**src/rtl/tri_side_isqrt.sv**
```systemverilog
// Sequential integer square root of three squared side norms, one result bit
// per cycle (restoring digit-by-digit method), valid/ready on both sides.
module tri_side_isqrt #(
    parameter int DW = 17,
    localparam int RW = (DW + 1) / 2
) (
    input  logic          clk,
    input  logic          rst,
    input  logic          in_valid,
    output logic          in_ready,
    input  logic [DW-1:0] sq_ab,
    input  logic [DW-1:0] sq_bc,
    input  logic [DW-1:0] sq_ca,
    output logic          out_valid,
    input  logic          out_ready,
    output logic [RW-1:0] side_ab,
    output logic [RW-1:0] side_bc,
    output logic [RW-1:0] side_ca,
    output logic [2:0]    exact
);

    localparam int IW = $clog2(RW);
    localparam int XW = 2 * RW;
    localparam int EW = RW + 2;
    localparam logic [IW-1:0] I_TOP = IW'(RW - 1);
    localparam logic [IW-1:0] I_ZERO = IW'(0);

    typedef enum logic [1:0] {
        IDLE = 2'd0,
        CALC = 2'd1,
        DONE = 2'd2
    } state_t;

    state_t          state_r;
    state_t          state_s;
    logic [XW-1:0]   x_ab_r;
    logic [XW-1:0]   x_bc_r;
    logic [XW-1:0]   x_ca_r;
    logic [1:0]      s_r;
    logic [IW-1:0]   i_r;
    logic [EW-1:0]   rem_r;
    logic [RW-1:0]   root_r;
    logic            in_ready_r;
    logic            out_valid_r;
    logic [RW-1:0]   side_ab_r;
    logic [RW-1:0]   side_bc_r;
    logic [RW-1:0]   side_ca_r;
    logic [2:0]      exact_r;

    logic [XW-1:0]   x_sel_s;
    logic [EW-1:0]   rem_sh_s;
    logic [EW-1:0]   trial_s;
    logic [EW-1:0]   rem_step_s;
    logic [RW-1:0]   root_step_s;
    logic            last_bit_s;
    logic            last_side_s;
    logic            rem_zero_s;

    assign in_ready  = in_ready_r;
    assign out_valid = out_valid_r;
    assign side_ab   = side_ab_r;
    assign side_bc   = side_bc_r;
    assign side_ca   = side_ca_r;
    assign exact     = exact_r;

    // Digit step on the selected radicand and FSM next-state decode.
    always_comb begin
        state_s     = state_r;
        x_sel_s     = x_ab_r;
        rem_step_s  = {EW{1'b0}};
        root_step_s = {RW{1'b0}};
        case (s_r)
            2'd0:    x_sel_s = x_ab_r;
            2'd1:    x_sel_s = x_bc_r;
            2'd2:    x_sel_s = x_ca_r;
            default: x_sel_s = x_ab_r;
        endcase
        // rem never exceeds 2*root, so dropping its two top bits loses nothing.
        rem_sh_s = {rem_r[EW-3:0], x_sel_s[{i_r, 1'b0} +: 2]};
        trial_s  = {root_r, 2'b01};
        if (rem_sh_s >= trial_s) begin
            rem_step_s  = rem_sh_s - trial_s;
            root_step_s = {root_r[RW-2:0], 1'b1};
        end else begin
            rem_step_s  = rem_sh_s;
            root_step_s = {root_r[RW-2:0], 1'b0};
        end
        rem_zero_s  = (rem_step_s == {EW{1'b0}});
        last_bit_s  = (i_r == I_ZERO);
        last_side_s = (s_r == 2'd2);
        case (state_r)
            IDLE: begin
                if (in_valid && in_ready_r) begin
                    state_s = CALC;
                end else begin
                    state_s = IDLE;
                end
            end
            CALC: begin
                if (last_bit_s && last_side_s) begin
                    state_s = DONE;
                end else begin
                    state_s = CALC;
                end
            end
            DONE: begin
                if (out_ready) begin
                    state_s = IDLE;
                end else begin
                    state_s = DONE;
                end
            end
            default: state_s = IDLE;
        endcase
    end

    // FSM state register.
    always_ff @(posedge clk or posedge rst) begin
        if (rst) begin
            state_r <= IDLE;
        end else begin
            state_r <= state_s;
        end
    end

    // Datapath, handshake flags and result registers.
    always_ff @(posedge clk or posedge rst) begin
        if (rst) begin
            x_ab_r      <= {XW{1'b0}};
            x_bc_r      <= {XW{1'b0}};
            x_ca_r      <= {XW{1'b0}};
            s_r         <= 2'd0;
            i_r         <= I_ZERO;
            rem_r       <= {EW{1'b0}};
            root_r      <= {RW{1'b0}};
            in_ready_r  <= 1'b1;
            out_valid_r <= 1'b0;
            side_ab_r   <= {RW{1'b0}};
            side_bc_r   <= {RW{1'b0}};
            side_ca_r   <= {RW{1'b0}};
            exact_r     <= 3'b000;
        end else begin
            case (state_r)
                IDLE: begin
                    if (in_valid && in_ready_r) begin
                        x_ab_r     <= {{(XW-DW){1'b0}}, sq_ab};
                        x_bc_r     <= {{(XW-DW){1'b0}}, sq_bc};
                        x_ca_r     <= {{(XW-DW){1'b0}}, sq_ca};
                        s_r        <= 2'd0;
                        i_r        <= I_TOP;
                        rem_r      <= {EW{1'b0}};
                        root_r     <= {RW{1'b0}};
                        in_ready_r <= 1'b0;
                    end
                end
                CALC: begin
                    if (last_bit_s) begin
                        case (s_r)
                            2'd0: begin
                                side_ab_r  <= root_step_s;
                                exact_r[0] <= rem_zero_s;
                            end
                            2'd1: begin
                                side_bc_r  <= root_step_s;
                                exact_r[1] <= rem_zero_s;
                            end
                            2'd2: begin
                                side_ca_r  <= root_step_s;
                                exact_r[2] <= rem_zero_s;
                            end
                            default: begin
                                side_ab_r <= side_ab_r;
                            end
                        endcase
                        rem_r  <= {EW{1'b0}};
                        root_r <= {RW{1'b0}};
                        i_r    <= I_TOP;
                        s_r    <= s_r + 2'd1;
                        if (last_side_s) begin
                            out_valid_r <= 1'b1;
                        end
                    end else begin
                        rem_r  <= rem_step_s;
                        root_r <= root_step_s;
                        i_r    <= i_r - IW'(1);
                    end
                end
                DONE: begin
                    if (out_ready) begin
                        out_valid_r <= 1'b0;
                        in_ready_r  <= 1'b1;
                    end
                end
                default: begin
                    out_valid_r <= 1'b0;
                    in_ready_r  <= 1'b1;
                end
            endcase
        end
    end

endmodule
```
**config.mk**
```make
export PLATFORM = sky130hd
export DESIGN_NAME = tri_side_isqrt
export DESIGN_NICKNAME = d
export VERILOG_FILES = /design/src/rtl/tri_side_isqrt.sv
export SDC_FILE = /design/constraint.sdc
export NUM_CORES = 1
export LEC_CHECK = 0
export ABC_AREA = 1
export BUFFER_PORTS_ARGS = -buffer_cell sky130_fd_sc_hd__buf_2
export CAP_MARGIN = 20
export CELL_PAD_IN_SITES_DETAIL_PLACEMENT = 1
export CELL_PAD_IN_SITES_GLOBAL_PLACEMENT = 2
export CORE_MARGIN = 2
export CORE_UTILIZATION = 37
export DETAILED_ROUTE_END_ITERATION = 6
export PLACE_DENSITY_LB_ADDON = 0.15
export SLEW_MARGIN = 15
export SYNTH_ARGS = -nofsm -noshare
export SYNTH_HDL_FRONTEND = slang
export SYNTH_SLANG_ARGS = --single-unit
```
**constraint.sdc**
```tcl
create_clock -name clk -period 10.4 [get_ports clk]
set_input_delay 2.08 -clock clk [delete_from_list [all_inputs] [get_ports clk]]
set_output_delay 2.08 -clock clk [all_outputs]
set_load 0.05 [all_outputs]
```
==> flow_summary.ini, run 1 <==
[die]
floorplan_die_width_um = 125.1
count_of_boundary_i_o_pins = 87
dieHeight_um = 125.1
effective_utilization_at_floorplan_pct = 37.64
core_area_um2 = 14420
placementRows = 44
die_area_um2 = 15660

[drt]
drtPass1Iterations = 4
drc_errors = 0
detailroute.via_count = 4326
antenna_left = 0
detail_route.wl_per_cell_um = 17.24
routed_wirelength_mm = 14.71
vias_per_cell = 5.072
initial_drc_count = 216

[layout]
most-common-layout-cells = nand2_1 (150), dfrtp_1 (108), buf_2 (86)
layout.filler_cells = 1721
drive_above_1_share_pct = 24.66
synth_to_final_area_change_pct = 14.93
layout_commonest_cell = nand2_1
number_of_antenna_diodes = 0
final_nets = 735

[place]
dp_hpwl_mm = 11.11
place.port_buffers = 86
pre_cts_ws_ns = 6.159
finalWeightedCongestion = 0.8584

[sta]
worst_hold_slack_ns = 0.4825
slew_violations = 0
fin_crit_sh_pct = 40.88
max_transition_margin_pct = 36.24
measured_slew_at_the_worst_slew_check_pin_ns = 0.9564
fin_worst_skew_ns = 0.004669
setup-violations-final = 0
final_hold_viol_count = 0
fin_tns_setup_ns = 0
layout_setup_ws_ns = 6.149
rsz0062_at_grt = no
post-route-min-period_ns = 4.251
fmax_ghz = 0.2352

[clocking]
cts-root-buf = clkbuf_16
cts.clk_slew.worst_paths_ns = 0.07
hold_bufs_at_cts = 0
numCtsBuffers = 9
cts_tree = built
cts_buffer_depth = 2
total_of_cells_resized_after_clock_tree_synthesis = 0
clock_latency_ns = 0.36
cts.htree.levels = 3
cts.repair_timing.setup_buffer_count = 0
cts.sinks = 109

[setup_path]
timing.critical_path.cells = inv_1, ha_1, nor2_1, nor2_1, nand2_1, nand3_1, nand3_1, nand2_1, nand3_2, ha_1, o21ai_0, nand2_1, o211ai_1, a21o_1, a21oi_1, xor2_1, nand2_1, o21ai_0, nor2_1, nand3_1, nand2_1
timing.critical_path.required_ns = 10.70
reg2reg_slack_ns = 6.15
critical_path.slowest_cell = ha_1
cp_max_fo = 31
worst_setup_path_start_kind = flip-flop
crit_top_cell = nand2_1
critical_path_class = reg -> reg
worst-endpoint-arrival_ns = 4.55
cpPeakStageDelay_ns = 0.92
critical_path.endpoint_type = flip-flop

[yosys]
synth.distinct_cells = 36
ys_async_sr_fraction_pct = 100.0
synth.net_count = 658
synth-seq-cells = 109
dominantRegCellSynth = dfrtp_1
top_cells_by_area_synth = dfrtp_1 (50%), nand2_1 (10%), mux2_2 (10%)
synth_area_leader_cell = dfrtp_1
yosys_warnings = 0
mappedNetlistArea_um2 = 5429
synth_enable_flop_cells = 0
synth_sequential_area_ratio_pct = 50.27
synthesized_area_per_cell_um2 = 9.233
synthDominantCellAreaShare_pct = 49.78
postSynthCellCount = 588

[run]
max-cap-violations = 0

[global_route]
first_pass_grt_wire_length_mm = 24.22
first_global_vias = 4521
grt.total_usage_pct = 19.66
grt.busiest_layer = met2
globalRoute.totalOverflow = 0
largest_net_degree_at_the_start_of_global_routing = 57
antenna_found_initial = 0
groute.layer.met3.usage_pct = 4.193
met2_usage_pct = 35.84
gr-usage-met1_pct = 23.79

[power_and_ir_drop]
p_leak_nw = 3.183
internal_power_w = 0.001239
seqPwrFrac_pct = 30.1
swShare_pct = 48.45
post-layout-total-power_w = 0.002404
power.ir.vdd_worst_uv = 148.1
proportion_of_power_drawn_by_the_clock_network_pct = 13.2
net_switching_power_w = 0.001165
pwr_cell_area_nw_per_um2 = 385.3
combinational_share_of_power_pct = 56.6

[worst_hold_path]
hold_crit_path_type = reg -> reg

[run_status]
status = finished clean
[cell usage after synthesis, types with 3 or more instances]
cell type,n
xor2_1,3
ha_1,15
nand4_1,10
clkbuf_1,13
nor3_1,5
xnor2_1,3
nand3_1,35
a22o_1,7
o22ai_1,12
inv_1,46
a21oi_1,10
buf_6,6
o21ai_0,42
buf_2,3
mux2_2,49
dfrtp_1,108
nor2_1,45
nand2_1,150
[layer usage]
layer	up-vias	routed length, um
met1	2128	6240
li1	2102	-
met5	-	0
met2	84	7730
met4	0	187
met3	12	549
[worst paths after layout]
path	endpoint	cells past startpoint	from
worst min-delay path	side_bc[6]	2	side_bc[6]
max in group asynchronous	x_ab_r[10]	3	rst
worst min register to register	side_bc[6]	2	side_bc[6]
worst max register to register	exact[2]	21	s_r[0]
min in group asynchronous	side_ab[8]	2	rst
worst max-delay path	exact[2]	21	s_r[0]
[kinds of logic (layout without fill, tap and decap cells)]
logic type	after synthesis	after routing	synth area share (%)
compound gates	79	79	8.758
xor+xnor	6	6	0.9681
fa+ha+maj	15	15	3.457
buf+inv	72	153	5.877
flops	109	109	50.27
mux	49	49	10.16
simple gates	258	258	20.51
[layout make-up]
class / count / area [um^2] / area share (%)
clock inverters: 3 / 22.52 / 0.3609
inverters: 50 / 190.2 / 3.048
clock buffers: 12 / 236.5 / 3.790
well taps: 184 / 230.2 / 3.690
multi-input cells: 407 / 2386 / 38.24
repair buffers: 88 / 445.4 / 7.139
flip-flops and latches: 109 / 2729 / 43.73
[flip-flops by register name (all words and copies together) (netlist names)]
| register | count |
|---|---|
| root_r | 9 |
| in_ready | 1 |
| x_ca_r | 17 |
| i_r | 4 |
| side_ab | 9 |
| x_bc_r | 17 |
| rem_r | 9 |
| x_ab_r | 17 |
| side_bc | 9 |
| s_r | 2 |
| exact | 3 |
| side_ca | 9 |
| out_valid | 1 |
| state_r | 2 |
[power by group through the flow]
stage,Sequential [W],Combinational (W),Clock [W]
2_1_floorplan,0.000853,0.000899,0
3_3_place_gp,0.000728,0.00134,0
3_5_place_dp,0.000736,0.00138,0
4_1_cts,0.000728,0.00138,0.000326
5_1_grt,0.000752,0.00152,0.000349
6_report,0.000725,0.00136,0.000319
[worst max-delay path, delay by kind of cell, from the launching register on]
kind            cells  cell delay, ns
compound gates      5            0.95
buf+inv             1            0.08
fa+ha+maj           2            1.18
xor+xnor            1            0.15
simple gates       12            1.42
flops               1            0.39
[per-stage QoR]
stage | util [%] | std cells | instance area [um^2]
3_3_place_gp | 41.46 | 838 | 5981
3_5_place_dp | 41.46 | 838 | 5981
2_1_floorplan | - | 588 | 5429
4_1_cts | 43.26 | 853 | 6240
6_report | 43.26 | 853 | 6240
5_1_grt | 43.26 | 853 | 6240
(Power assumes the default switching activity.)
==> inputs of run 2 (changes only) <==
--- a/config.mk
+++ b/config.mk
@@ -11,7 +11,7 @@
 export CELL_PAD_IN_SITES_DETAIL_PLACEMENT = 1
 export CELL_PAD_IN_SITES_GLOBAL_PLACEMENT = 2
 export CORE_MARGIN = 2
-export CORE_UTILIZATION = 37
+export CORE_UTILIZATION = 31
 export DETAILED_ROUTE_END_ITERATION = 6
 export PLACE_DENSITY_LB_ADDON = 0.15
 export SLEW_MARGIN = 15
==> constraint.sdc (replaced) <==
create_clock -name clk -period 3.5 [get_ports clk]
set_input_delay 0.7 -clock clk [delete_from_list [all_inputs] [get_ports clk]]
set_output_delay 0.7 -clock clk [all_outputs]
set_load 0.05 [all_outputs]
==> run 2 against run 1 <==
Register-to-register slack worse by 5.9 ns. Largest cell class unchanged. Global-route usage down 2.5 points. Power rose to 3.2 times the previous value. Non-clock buffer count up 26. Setup slack worse by 5.9 ns. Clock-buffer cell count up 1. Clock power rose to 2.9 times the previous value. First-iteration DRC count down 44%. Sequential share of layout area down 2.8 points.
==> flow_summary.ini, run 2 (same netlist as run 1, synthesis figures left out) <==
[run_status]
status = finished clean

[global_route]
antenna_found_initial = 1
first_global_vias = 4552
grt.total_usage_pct = 17.17
globalRoute.totalOverflow = 0
first_pass_grt_wire_length_mm = 24.23
largest_net_degree_at_the_start_of_global_routing = 56

[layout]
number_of_antenna_diodes = 0
fin_util_pct = 38.67
drive_above_1_share_pct = 30.17
layout_commonest_cell = nand2_1
finish.cell_count_without_fillers = 921
synth_to_final_area_change_pct = 22.77
most-common-layout-cells = nand2_1 (148), dfrtp_1 (108), buf_2 (86)
biggestRegsByFlops = x_ab_r (17), x_bc_r (17), x_ca_r (17)
final_nets = 761

[sta]
fin_crit_sh_pct = 92.14
post-route-min-period_ns = 3.225
measured_slew_at_the_worst_slew_check_pin_ns = 0.8575
max_transition_margin_pct = 42.72
slew_violations = 0
setup-violations-final = 0
final_hold_viol_count = 0
fmax_ghz = 0.3101
fin_worst_skew_ns = 0.01020

[power_and_ir_drop]
proportion_of_power_drawn_by_the_clock_network_pct = 12.1
pwr_cell_area_nw_per_um2 = 1166
combinational_share_of_power_pct = 60.2
internal_power_w = 0.004128
seqPwrFrac_pct = 27.7
net_switching_power_w = 0.003643
power.ir.vdd_worst_uv = 383.9
p_leak_nw = 3.345
swShare_pct = 46.88

[die]
core_area_um2 = 17240
count_of_boundary_i_o_pins = 87
dieHeight_um = 136.3
placementRows = 48
effective_utilization_at_floorplan_pct = 31.50
floorplan_die_width_um = 136.3
die_area_um2 = 18590

[setup_path]
critical_path.endpoint_type = flip-flop
worst-endpoint-arrival_ns = 3.51
worst_setup_path_start_kind = flip-flop
timing.critical_path.required_ns = 3.79
critical_path_class = reg -> reg
cp_max_fo = 9

[clocking]
clock_latency_ns = 0.36
cts-root-buf = clkbuf_16
cts.clk_slew.worst_paths_ns = 0.07
cts_buffer_depth = 2
cts.htree.levels = 3
numCtsBuffers = 9
cts_tree = built
cts.sinks = 109

[drt]
antenna_left = 0
vias_per_cell = 4.722
detailroute.via_count = 4349
drtPass1Iterations = 4
initial_drc_count = 121
detail_route.wl_per_cell_um = 16.69
routed_wirelength_mm = 15.37
drc_errors = 0

[place]
dp_hpwl_mm = 11.45
post-place-cells = 895
finalWeightedCongestion = 0.8398
place.port_buffers = 86

[run]
max-cap-violations = 0

[worst_hold_path]
hold_crit_path_type = reg -> reg
-- run 2: cell type report --
class	instances	area [um^2]
Clock buffer	13	240.2
Timing Repair Buffer	114	729.5
Fill cell	1995	10570
Clock inverter	3	22.52
Inverter	50	191.4
Multi-Input combinational cell	407	2471
Tap cell	225	281.5
Sequential cell	109	2729
-- run 2: final timing paths --
| check | slack (ns) | startpoint | endpoint | cells past startpoint |
|---|---|---|---|---|
| worst max-delay path | 0.27 | s_r[0] | exact[1] | 22 |
| worst min-delay path | 0.48 | side_ca[2] | side_ca[2] | 2 |
| worst max register to register | 0.27 | s_r[0] | exact[1] | 22 |
| worst min register to register | 0.48 | side_ca[2] | side_ca[2] | 2 |
| max in group asynchronous | 2.15 | rst | side_bc[0] | 3 |
| min in group asynchronous | 0.50 | rst | side_ca[2] | 2 |
-- run 2: worst max-delay path, cell delays in order, from the launching register on --
cell,delay (ns)
dfrtp_1,0.40
inv_2,0.08
ha_4,0.33
clkbuf_16,0.17
nor2_1,0.05
nor2_1,0.07
nand2_1,0.06
nand3_1,0.07
nand3_1,0.11
nand2_1,0.15
nand3_4,0.13
ha_1,0.23
nor3b_2,0.16
nand4_1,0.15
nand3_4,0.15
buf_4,0.20
nand2_1,0.06
nand2_1,0.07
nor2_1,0.12
nand2_1,0.08
nor2_2,0.14
nand3_1,0.08
nand2_1,0.07
-- run 2: repair_timing --
item                       4_1_cts  5_1_grt
gates cloned                     0        3
pin swaps                        1        9
hold buffers                     0        0
setup buffers                    0        7
setup endpoints to repair        3        3
gates resized for setup          1       25
-- run 2: power by group through the flow --
stage	clock network, W	registers [W]	logic (W)
6_report	0.000941	0.00216	0.00467
4_1_cts	0.000985	0.00216	0.00436
5_1_grt	0.00103	0.00223	0.00520
3_5_place_dp	0	0.00218	0.00433
2_1_floorplan	0	0.00254	0.00267
3_3_place_gp	0	0.00216	0.00428
-- run 2: layer usage --
metal,up-vias,wire (um),global-route usage [%]
met1,2101,6456,19.67
met5,-,0,0
met4,0,310,5.671
li1,2151,-,-
met3,20,516,3.766
met2,77,8090,31.52
-- run 2: through the flow --
stage                     total power (W)  cell area (um^2)  hold WS, ns  setup TNS (ns)  setup slack [ns]
after detailed placement         0.006508              6203       0.4701               0           0.01803
after global routing             0.008457              6665       0.5031       -0.007383         -0.007383
after global placement           0.006443              6203       0.4606               0            0.1720
after floorplan                  0.005208              5433       0.4706               0            0.5177
final                            0.007771              6665       0.4818               0            0.2749
after CTS                        0.007496              6471       0.4868               0        0.00006928
==> inputs of run 3 (changes only) <==
--- a/config.mk
+++ b/config.mk
@@ -5,13 +5,14 @@
 export SDC_FILE = /design/constraint.sdc
 export NUM_CORES = 1
 export LEC_CHECK = 0
-export ABC_AREA = 1
+export ABC_AREA = 0
 export BUFFER_PORTS_ARGS = -buffer_cell sky130_fd_sc_hd__buf_2
 export CAP_MARGIN = 20
 export CELL_PAD_IN_SITES_DETAIL_PLACEMENT = 1
 export CELL_PAD_IN_SITES_GLOBAL_PLACEMENT = 2
+export CORE_ASPECT_RATIO = 0.75
 export CORE_MARGIN = 2
-export CORE_UTILIZATION = 31
+export CORE_UTILIZATION = 33
 export DETAILED_ROUTE_END_ITERATION = 6
 export PLACE_DENSITY_LB_ADDON = 0.15
 export SLEW_MARGIN = 15
==> run 3 against run 2 <==
The flow now finishes with violations (setup timing). Clock-buffer cell count is 2 lower. Worst hold slack worse by 0.040 ns. Combinational power is 4% higher. Wire length is 2.5% lower. Register-to-register slack worse by 0.29 ns. Flip-flop and latch count stayed put. Sequential share of layout area is 0.94 points lower. Synthesized area is 2.6% lower. Clock skew is 0.0013 ns lower. Critical path depth is 5 lower. Largest cell class unchanged. Largest power group unchanged.
==> flow_summary.ini, run 3 <==
[sta]
fmax_ghz = 0.2844
post-route-min-period_ns = 3.516
max_transition_margin_pct = 44.82
fin_worst_skew_ns = 0.008868
setup-violations-final = 1
final_hold_viol_count = 0
rsz0062_at_grt = yes
layout_setup_ws_ns = -0.01649
worst_hold_slack_ns = 0.4414
fin_crit_sh_pct = 100.5
slew_violations = 0
measured_slew_at_the_worst_slew_check_pin_ns = 0.8246

[die]
effective_utilization_at_floorplan_pct = 33.34
dieHeight_um = 113.7
floorplan_die_width_um = 150.2
core_area_um2 = 15870
count_of_boundary_i_o_pins = 87
die_area_um2 = 17070
placementRows = 40

[place]
placed_cell_area_um2 = 6108
finalWeightedCongestion = 0.8602
pre_cts_ws_ns = -0.1930
place.port_buffers = 86
dp_hpwl_mm = 10.70

[yosys]
yosys_warnings = 0
yosysMostFrequentCell = dfrtp_1
synthesized_area_per_cell_um2 = 10.86
most_used_standard_cells_in_the_synthesized_netlist = dfrtp_1 (108), nand2_1 (60), mux2_2 (54)
mappedNetlistArea_um2 = 5290
synth.distinct_cells = 62
synthDominantCellAreaShare_pct = 51.09
synth.net_count = 557
top_cells_by_area_synth = dfrtp_1 (51%), mux2_2 (11%), o21ai_0 (4.7%)
dominantRegCellSynth = dfrtp_1
synth_sequential_area_ratio_pct = 51.58
synth_enable_flop_cells = 0
synth_area_leader_cell = dfrtp_1
postSynthCellCount = 487
ys_async_sr_fraction_pct = 100.0
synth-seq-cells = 109

[layout]
fin_area_um2 = 6822
biggestRegsByFlops = x_ab_r (17), x_bc_r (17), x_ca_r (17)
drive_above_1_share_pct = 40.82
synth_to_final_area_change_pct = 28.95
most-common-layout-cells = dfrtp_1 (108), buf_2 (86), nand2_1 (59)
layout_commonest_cell = dfrtp_1
fin_util_pct = 43.00
number_of_antenna_diodes = 0
final_nets = 675

[global_route]
largest_net_degree_at_the_start_of_global_routing = 53
first_global_vias = 4259
grt.total_usage_pct = 18.21
first_pass_grt_wire_length_mm = 23.93
antenna_found_initial = 0
globalRoute.totalOverflow = 0

[power_and_ir_drop]
p_leak_nw = 3.162
post-layout-total-power_w = 0.008006
pwr_cell_area_nw_per_um2 = 1174
power.ir.vdd_worst_uv = 472.9

[worst_hold_path]
hold_crit_path_type = in -> async

[clocking]
cts.clk_slew.worst_paths_ns = 0.08
numCtsBuffers = 9
cts.sinks = 109
cts_tree = built
cts.htree.levels = 3
clock_latency_ns = 0.36
cts-root-buf = clkbuf_16
cts_buffer_depth = 2

[setup_path]
r2r_cells = 17
rr_startpoint = s_r[1]
r2r-end = exact[0]
worst-endpoint-arrival_ns = 3.78
worst_setup_path_endpoint = exact[0]
timing.critical_path.required_ns = 3.76
critical_path.endpoint_type = flip-flop
worst_setup_path_start_kind = flip-flop
critical_path.startpoint = s_r[1]
reg2reg_slack_ns = -0.02
critical_path_class = reg -> reg
cp_max_fo = 7

[drt]
detail_route.wl_per_cell_um = 18.27
detailroute.via_count = 4169
drc_errors = 0
antenna_left = 0
routed_wirelength_mm = 14.98
vias_per_cell = 5.084
drtPass1Iterations = 5
initial_drc_count = 172

[run_status]
failed_checks = setup timing
status = finished with violations

[run]
max-cap-violations = 0
[run 3: cell types whose count changed in the layout (fill, tap and decap cells not counted), sizes merged, moves of 10 or more]
cell,before,now
buf,112,134
nand2,150,60
nand3,39,3
o21ai,43,58
o22ai,12,1
nor2,48,21
inv,48,22
a22oi,0,10
[run 3: cell type report]
class	instances	area, um^2
Fill cell	1772	9044
Clock inverter	5	42.54
Inverter	21	85.08
Tap cell	210	262.8
Multi-Input combinational cell	330	2589
Sequential cell	109	2729
Clock buffer	11	232.7
Timing Repair Buffer	134	880.8
[run 3: worst min-delay path by stage]
stage,from,end,slack (ns),depth (start not counted)
2_1_floorplan,root_r[1],root_r[1],0.45,2
3_3_place_gp,side_ab[5],side_ab[5],0.46,2
3_5_place_dp,side_bc[6],side_bc[6],0.47,2
4_1_cts,rst,x_ca_r[10],0.46,2
5_1_grt,rst,x_bc_r[10],0.49,2
6_report,rst,x_ab_r[4],0.44,2
[run 3: logic make-up (layout without fill, tap and decap cells)]
logic type               Yosys count  in the layout  share of synthesized area, %
AO/OA/AOI/OAI                    128            128                         15.87
XOR/XNOR                          10             10                         1.656
adder cells (fa/ha/maj)           15             15                         3.548
buffers and inverters             48            171                         3.855
flip-flops                       109            109                         51.58
multiplexers                      64             64                         13.86
AND/OR/NAND/NOR                  113            113                         9.627
[run 3: critical path, stage by stage, from the launching register on]
cell	delay [ns]
dfrtp_1	0.39
buf_6	0.13
ha_4	0.20
a22o_1	0.21
mux4_2	0.49
o22ai_2	0.18
o31a_4	0.17
buf_6	0.10
ha_4	0.15
nor2b_4	0.04
o21ai_2	0.14
a21oi_2	0.08
o21ai_1	0.14
nand2b_1	0.10
a21oi_2	0.16
xor2_1	0.23
a41oi_2	0.22
o31ai_1	0.27
[run 3: what timing repair did]
item | in CTS | in global routing
cloned | 1 | 0
hold buffers | 0 | 0
setup buffers | 11 | 6
pin swaps | 17 | 22
setup endpoints to repair | 14 | 16
gates resized for setup | 34 | 29
[run 3: layer usage]
metal	track usage, %	up-vias	wire, um
li1	-	1974	-
met1	28.30	2092	7563
met2	26.48	90	6469
met3	3.200	13	774
met4	3.774	0	174
met5	0	-	0
[run 3: metrics by stage]
step                      TNS (ns)  std cells
after global placement     -0.2483        787
after CTS                  -0.1368        815
after global routing       -0.8773        820
after floorplan                  0        487
after detailed placement    -1.163        787
final                     -0.01649        820
[run 3: where the power goes]
part	leakage [nW]	switching, W	internal (W)	total [W]
clock network	0.124	0.000486	0.000492	0.000977
logic	1.63	0.00266	0.00220	0.00486
registers	1.41	0.000389	0.00178	0.00217
